File: src/rtl/dwt_pass_scheduler_pkg.sv
`default_nettype none
// ============================================================================
// Module   : dwt_pkg
// Purpose  : Shared constants and FSM encoding for the 2D DWT pass scheduler
//            and the 1D wavelet engine it drives.
// Revision : 1.0 - initial release
// ============================================================================
package dwt_pkg;

  localparam int DWT_IMG_W      = 64;
  localparam int DWT_ADDR_W     = 12;
  localparam int DWT_MAX_LEVELS = 4;

  typedef enum logic [2:0] {
    S_IDLE   = 3'd0,
    S_CFG    = 3'd1,
    S_LAUNCH = 3'd2,
    S_WAIT   = 3'd3,
    S_NEXT   = 3'd4,
    S_DONE   = 3'd5,
    S_ERR    = 3'd6
  } state_t;

  localparam logic DIR_ROW = 1'b0;
  localparam logic DIR_COL = 1'b1;

endpackage
`default_nettype wire

File: src/rtl/dwt_pass_scheduler_watchdog.sv
`default_nettype none
// ============================================================================
// Module   : dwt_watchdog
// Purpose  : 16-bit saturating cycle counter with clear/enable and an expiry
//            flag raised on the LIMIT-th enabled cycle.
// Revision : 1.0 - initial release
// ============================================================================
module dwt_watchdog #(
  parameter int LIMIT = 65535
) (
  input  logic clk,
  input  logic rst_n,
  input  logic clr,
  input  logic en,
  output logic expired
);

  localparam logic [15:0] c_last = 16'(LIMIT - 1);
  localparam logic [15:0] c_max  = 16'hFFFF;

  logic [15:0] r_count;

  always_ff @(posedge clk or negedge rst_n) begin
    if (!rst_n) begin
      r_count <= 16'd0;
    end else if (clr) begin
      r_count <= 16'd0;
    end else if (en && (r_count != c_max)) begin
      r_count <= r_count + 16'd1;
    end
  end

  assign expired = en && (r_count == c_last);

endmodule
`default_nettype wire

File: src/rtl/dwt_pass_scheduler.sv
`default_nettype none
// ============================================================================
// Module   : dwt_pass_scheduler
// Purpose  : Orders row/column passes of a multi-level 2D lifting DWT, hands
//            the 1D engine its geometry and bank, and guards it with a watchdog.
// Revision : 1.0 - initial release
// ============================================================================
module dwt_pass_scheduler
  import dwt_pkg::*;
#(
  parameter int IMG_W       = DWT_IMG_W,
  parameter int ADDR_W      = DWT_ADDR_W,
  parameter int MAX_LEVELS  = DWT_MAX_LEVELS,
  parameter int TIMEOUT_CYC = 65535
) (
  input  logic              clk,
  input  logic              rst_n,
  input  logic              start,
  input  logic [2:0]        levels_cfg,
  output logic              busy,
  output logic              done,
  output logic              err,
  output logic [2:0]        cur_level,
  output logic              eng_start,
  input  logic              eng_done,
  output logic              eng_abort,
  output logic              eng_dir,
  output logic [ADDR_W-1:0] eng_len,
  output logic [ADDR_W-1:0] eng_lines,
  output logic [ADDR_W-1:0] eng_elem_step,
  output logic [ADDR_W-1:0] eng_line_step,
  output logic              eng_src_bank
);

  localparam logic [2:0]        c_max_levels = 3'(MAX_LEVELS);
  localparam logic [ADDR_W-1:0] c_img_w      = ADDR_W'(IMG_W);
  localparam logic [ADDR_W-1:0] c_one        = ADDR_W'(1);

  state_t     r_state;
  logic [2:0] r_levels;

  logic w_wd_clr;
  logic w_wd_en;
  logic w_wd_expired;
  logic w_cfg_ok;
  logic w_last_pass;

  assign w_wd_clr    = (r_state == S_LAUNCH);
  assign w_wd_en     = (r_state == S_WAIT);
  assign w_cfg_ok    = (levels_cfg != 3'd0) && (levels_cfg <= c_max_levels);
  assign w_last_pass = (eng_dir == DIR_COL) && (cur_level == (r_levels - 3'd1));

  dwt_watchdog #(
    .LIMIT (TIMEOUT_CYC)
  ) u_watchdog (
    .clk     (clk),
    .rst_n   (rst_n),
    .clr     (w_wd_clr),
    .en      (w_wd_en),
    .expired (w_wd_expired)
  );

  always_ff @(posedge clk or negedge rst_n) begin
    if (!rst_n) begin
      r_state       <= S_IDLE;
      r_levels      <= 3'd0;
      busy          <= 1'b0;
      done          <= 1'b0;
      err           <= 1'b0;
      cur_level     <= 3'd0;
      eng_start     <= 1'b0;
      eng_abort     <= 1'b0;
      eng_dir       <= DIR_ROW;
      eng_len       <= c_img_w;
      eng_lines     <= c_img_w;
      eng_elem_step <= c_one;
      eng_line_step <= c_img_w;
      eng_src_bank  <= 1'b0;
    end else begin
      eng_start <= 1'b0;
      eng_abort <= 1'b0;
      done      <= 1'b0;
      case (r_state)
        S_IDLE: begin
          if (start) begin
            busy <= 1'b1;
            if (w_cfg_ok) begin
              r_levels     <= levels_cfg;
              err          <= 1'b0;
              cur_level    <= 3'd0;
              eng_dir      <= DIR_ROW;
              eng_src_bank <= 1'b0;
              r_state      <= S_CFG;
            end else begin
              r_state      <= S_ERR;
            end
          end
        end
        S_CFG: begin
          eng_len   <= c_img_w >> cur_level;
          eng_lines <= c_img_w >> cur_level;
          // Row passes walk contiguous samples; column passes stride by a full row.
          if (eng_dir == DIR_COL) begin
            eng_elem_step <= c_img_w;
            eng_line_step <= c_one;
          end else begin
            eng_elem_step <= c_one;
            eng_line_step <= c_img_w;
          end
          eng_start <= 1'b1;
          r_state   <= S_LAUNCH;
        end
        S_LAUNCH: begin
          r_state <= S_WAIT;
        end
        S_WAIT: begin
          // A completion on the expiry cycle takes priority over the abort.
          if (eng_done) begin
            r_state <= S_NEXT;
          end else if (w_wd_expired) begin
            eng_abort <= 1'b1;
            r_state   <= S_ERR;
          end
        end
        S_NEXT: begin
          eng_src_bank <= ~eng_src_bank;
          if (eng_dir == DIR_ROW) begin
            eng_dir <= DIR_COL;
          end else begin
            eng_dir   <= DIR_ROW;
            cur_level <= cur_level + 3'd1;
          end
          if (w_last_pass) begin
            done    <= 1'b1;
            r_state <= S_DONE;
          end else begin
            r_state <= S_CFG;
          end
        end
        S_DONE: begin
          busy    <= 1'b0;
          r_state <= S_IDLE;
        end
        S_ERR: begin
          err     <= 1'b1;
          busy    <= 1'b0;
          r_state <= S_IDLE;
        end
        default: begin
          busy    <= 1'b0;
          r_state <= S_IDLE;
        end
      endcase
    end
  end

endmodule
`default_nettype wire

File: config.mk
export PLATFORM = sky130hd
export DESIGN_NAME = dwt_pass_scheduler
export DESIGN_NICKNAME = d
export VERILOG_FILES = /design/src/rtl/dwt_pass_scheduler_pkg.sv /design/src/rtl/dwt_pass_scheduler_watchdog.sv /design/src/rtl/dwt_pass_scheduler.sv
export SDC_FILE = /design/constraint.sdc
export NUM_CORES = 1
export LEC_CHECK = 0
export ABC_AREA = 1
export CAP_MARGIN = 20
export CELL_PAD_IN_SITES_DETAIL_PLACEMENT = 1
export CELL_PAD_IN_SITES_GLOBAL_PLACEMENT = 1
export CORE_AREA = 2 2 70 121
export CTS_BUF_LIST = sky130_fd_sc_hd__clkbuf_8
export DETAILED_ROUTE_END_ITERATION = 10
export DIE_AREA = 0 0 72 123
export PLACE_DENSITY = 0.86
export SYNTH_ARGS = -nofsm -noshare
export SYNTH_HDL_FRONTEND = slang
export SYNTH_HIERARCHICAL = 1
export SYNTH_SLANG_ARGS = --single-unit
File: constraint.sdc
create_clock -name clk -period 2.25 [get_ports clk]
set_input_delay 0.45 -clock clk [delete_from_list [all_inputs] [get_ports clk]]
set_output_delay 0.45 -clock clk [all_outputs]
set_load 0.01 [all_outputs]
**After elaboration in Yosys (flattened, before gate mapping)**

Index checks and enable logic that the tools add are counted.

- Word-level logic and storage cells: 77
- Register bits after elaboration: 68

- Bitwise operators: 2
- Add/sub/neg operators: 3
- Shifts and indexed selects: 1
- Eq/ne operators: 12
- Mux-type cells: 28
- Reduce and logical (&&, ||, !) cells: 16
- Order comparisons: 1

Operators with widths:

| cell | count |
|---|---|
| $mux W16 | 2 |
| $mux W3 | 8 |
| $add A16 B1 Y16 const B | 1 |
| $eq A16 B16 Y1 const B | 1 |
| $ne A16 B16 Y1 const B | 1 |
| $pmux W3 S5 | 1 |
| $mux W7 | 2 |
| $shr A7 B3 Y12 const A | 1 |
| $mux W1 | 10 |
| $reduce_and A3 Y1 | 3 |
| $pmux W1 S2 | 4 |
| $eq A3 B2 Y1 const B | 2 |
| $eq A3 B3 Y1 const B | 2 |
| $ne A2 B2 Y1 const B | 3 |
| $pmux W3 S2 | 1 |
| $reduce_bool A2 Y1 | 3 |
| $logic_and A1 B1 Y1 | 4 |
| $reduce_and A2 Y1 | 2 |
| $reduce_and A4 Y1 | 1 |
| $reduce_or A4 Y1 | 1 |
| $add A3 B1 Y3 const B | 1 |
| $eq A3 B1 Y1 const B | 1 |
| $eq A3 B3 Y1 | 1 |
| $le A3 B3 Y1 const B | 1 |
| 5 further kinds | 6 |

**Logic depth before layout (Yosys ltp)**

- Word-level depth: 5
- Depth in mapped cells: 10

**Cells and area by module**

The synthesis kept the hierarchy.

Modules (own cells, without submodules):

| module | instances | sequential area each (µm²) | cells an instance | area each (µm²) |
|---|---|---|---|---|
| dwt_pass_scheduler | 1 | 628.1 | 198 | 1577.8 |
| dwt_watchdog | 1 | 400.4 | 156 | 1099.8 |

**Least setup slack after synthesis**

No wires, ideal clock.

- Path type: register to register
- From: register u_watchdog.r_count[0]
- To: register u_watchdog.r_count[12]
- Cell stages (with the launch flop): 10
- Arrival time: 1527 ps
- Clock period less this slack: 1593 ps
- Required time: 2184 ps
- Path slack: 657 ps
- Path buffers: 1
- Cells stage by stage: dfrtp_1 ha_1 inv_1 nor2_4 nand2_2 nor2_4 nor2_4 buf_2 nand4_1 nand2_1

- Cells in the longest elaborated chain, start to end: 3

RTL lines:

| what | RTL line | text |
|---|---|---|
| start: declaration | dwt_pass_scheduler_watchdog.sv:21 | `logic [15:0] r_count;` |
| start signal: assignment | dwt_pass_scheduler_watchdog.sv:29 | `r_count <= r_count + 16'd1;` |
| $add A16 B1 Y16 or $ne A16 B16 Y1 (tied branches) | dwt_pass_scheduler_watchdog.sv:29, dwt_pass_scheduler_watchdog.sv:28 |  |
| $mux W16 or $logic_and A1 B1 Y1 (tied branches) | dwt_pass_scheduler_watchdog.sv:28 | `end else if (en && (r_count != c_max)) begin` |
| $mux W16 or $reduce_bool A2 Y1 (tied branches) | -- |  |

Parallel ways exist; a longest one is shown, timed or not. The select of a mux whose other input is x is not followed.
A chain may end at the register's enable or synchronous reset.

**Final worst setup path**

- From: register eng_lines[6]
- To: output port eng_lines[6]

RTL lines:

| what | RTL line | text |
|---|---|---|
| start: declaration | dwt_pass_scheduler.sv:29 | `output logic [ADDR_W-1:0] eng_lines,` |
| start signal: assignment | dwt_pass_scheduler.sv:75 | `eng_lines <= c_img_w;` |
| start signal: assignment | dwt_pass_scheduler.sv:101 | `eng_lines <= c_img_w >> cur_level;` |

No word-level cell between the ends.

==> run summary <==
status -> complete, no violations
worst setup margin -> 0.383 ns
Mapped Area -> 2680 um2
DR WL/cell -> 13.8 um
I/O pins -> 65
critical path buffer and inverter count -> 1
Slew Viols, Final -> 0
Tightest Hold Check Type -> input port to asynchronous set/reset pin
Post-Route Skew -> 0.00902 ns
Setup Fix Bufs, Post-CTS -> 0
H-tree depth -> 2
global-route wire length before repair -> 11,100 um
Final period util -> 83.0%
CTS Buffer Depth -> 2
worst-path maximum fanout -> 3
area grow syn2layout -> 13.8%
Max Cap Viol -> 0
minimum clock period -> 1.87 ns
Worst Path Required -> 1.80 ns
initial DRC count -> 117
synthesized instance count -> 354
vias in the first global route -> 2,408
switching pwr -> 1.32 mW
Resized cells post-CTS -> 0
Die Ht -> 123 um
CTS Hold Bufs -> 0
Avg Inst Size Synth -> 7.56 um2
row cnt -> 43
# DRC -> 0
VDD IR max -> 0.000521 V
post-route cell area -> 3050 um2
Logic pwr share -> 44.8%
CTS Sinks -> 41
count of state elements after synthesis -> 41
Place WS -> 0.390 ns
Crit. End Element -> primary output
core footprint -> 7910 um2
CP Depth -> 1
DIE AREA -> 8860 um2
crit path max-delay cell type -> dfstp_2
via count -> 2,253
final count of negative-setup-slack endpoints -> 0
sequential share of power -> 35.5%
worst r2r dst -> u_watchdog/r_count[14]$_DFFE_PN0P_
slowest stage delay, CP -> 0.56 ns
clk root buf -> clkbuf_8
sequential area share after synthesis -> 38.4%
Pint -> 1.84 mW
dominant delay contributor by cell family on the critical path -> flip-flops
Tot GR Track Use -> 16.2%
Max Clk Rate -> 536 MHz
TritonCTS Buffers -> 5
Final Hold Viols -> 0
GP Congestion -> 0.921
antenna fix cells -> 0
via/cell ratio -> 4.75
count of cell types in the netlist -> 29
worst hold margin -> 0.198 ns
placement-stage cell area -> 2930 um2
antenna violation net count after detailed routing -> 0
Skew-Pair Late Insertion Delay -> 0.32 ns
CP Class -> register to primary output
Fin Setup TNS -> 0 ns
Reg2Reg Depth -> 9
flop-to-flop setup slack -> 0.46 ns
Pleak -> 1.51 nW
Sw Share -> 41.7%
Final Net Count -> 398
Critical Path AT -> 1.42 ns
Port Buf Inserts -> 34
Pre-antenna DRT Iters -> 4
Power Total -> 3.16 mW
crit-path cells -> clkdlybuf4s50_1
PD cells -> 1040 nW/um2
share of cells above drive strength 1 -> 9.38%
CTS tree -> yes
clk slew on worst S/H paths -> 0.09 ns
Clk pwr share -> 19.7%
FF-to-FF Start -> u_watchdog/r_count[0]$_DFFE_PN0P_
final WL -> 6530 um
pin count of the biggest net entering global routing -> 42
post-DP HPWL -> 5120 um
worst slew pin tran -> 0.539 ns
Initial Util -> 33.9%
Max-slew headroom -> 64.1%
total gr overflow -> 0
Critical Path Start Type -> register
DIE WIDTH -> 72 um
initial antenna violation count -> 0
Yosys warning count -> 6
RSZ-0062 raised after global routing -> false
-- logic make-up after synthesis --
group | Yosys count | share of synthesized area [%]
buffers and inverters | 80 | 17.2
adders and majority gates | 8 | 3.74
other | 1 | 0.140
DFF | 41 | 38.4
and+or+nand+nor | 196 | 34.2
AOI/OAI and AO/OA | 22 | 4.39
xor gates and xnor gates | 6 | 1.96
-- layer usage --
| metal | share of wire, % | vias up | GRT usage (%) | wire [um] |
|---|---|---|---|---|
| li1 | - | 1101 | - | - |
| met3 | 3.9 | 11 | 2.61 | 252 |
| met1 | 36 | 1088 | 16.4 | 2370 |
| met4 | 2.5 | 0 | 7.43 | 165 |
| met2 | 57 | 53 | 31.5 | 3740 |
| met5 | 0 | - | 0 | 0 |
-- worst max path at each step --
stage,from,slack (ns),to
global route,u_watchdog/r_count[0]$_DFFE_PN0P_,0.31,u_watchdog/r_count[2]$_DFFE_PN0P_
finish,eng_lines[6]$_DFFE_PN1P_,0.38,eng_lines[6]
global placement,levels_cfg[1],0.46,cur_level[2]$_DFFE_PN0P_
CTS,eng_lines[6]$_DFFE_PN1P_,0.36,eng_lines[6]
floorplan,u_watchdog/r_count[0]$_DFFE_PN0P_,0.66,u_watchdog/r_count[12]$_DFFE_PN0P_
detailed placement,levels_cfg[1],0.39,cur_level[2]$_DFFE_PN0P_
-- power by group through the flow --
stage                     clock network [mW]  registers [mW]  logic, mW
after floorplan                            0            1.13      0.964
after global placement                     0            1.13       1.39
after detailed placement                   0            1.14       1.44
after CTS                              0.640            1.13       1.45
after global routing                   0.668            1.15       1.61
final                                  0.624            1.12       1.42
-- cells in the mapped netlist --
master	count	area share, %
nand2_2	5	1.2
nand4_1	16	3.7
o21ai_0	11	2.1
xor2_1	5	1.6
nand3_1	14	2.6
nor2_8	2	1.5
nand3b_1	3	0.84
buf_4	40	11
dfrtp_1	39	36
o21ai_1	5	0.93
dfstp_2	2	2.0
or2_2	3	0.70
buf_6	1	0.42
nor4_1	1	0.23
o21bai_1	2	0.56
nor2_4	5	2.1
nor2_2	2	0.47
ha_1	8	3.7
o21a_1	1	0.28
nand3_2	2	0.75
buf_2	2	0.37
nor2_1	23	3.2
inv_2	3	0.42
conb_1	1	0.14
inv_1	33	4.6
a21oi_1	3	0.56
xnor2_1	1	0.33
clkbuf_1	1	0.14
nand2_1	120	17
-- layout make-up --
cell class                 instances  area [um2]
fill                            1004        4860
sequential                        41        1030
clock inverter                     3        46.3
clock buffer                       5        68.8
multi-input combinational        262        1300
tap                               90         113
timing repair buffer              37         358
inverter                          36         135
-- metrics by stage --
step                cells  utilization, %
floorplan             383               -
global placement      466            37.1
detailed placement    466            37.1
CTS                   474            38.5
global route          474            38.5
finish                474            38.5
-- cell usage in the layout (no fill, tap or decap), types with 8 or more instances in the layout --
| cell type | count |
|---|---|
| o21ai_0 | 11 |
| nor2_1 | 23 |
| clkdlybuf4s50_1 | 33 |
| ha_1 | 8 |
| dfrtp_1 | 39 |
| conb_1 | 30 |
| nand4_1 | 16 |
| inv_1 | 33 |
| nand3_1 | 14 |
| nand2_1 | 120 |
-- state kept, by name, indices dropped and copies added (netlist names), 3 cells and up --
name	flops
cur_level	3
eng_lines	7
r_levels	3
r_state	3
u_watchdog/r_count	16
(Power assumes the default switching activity.)
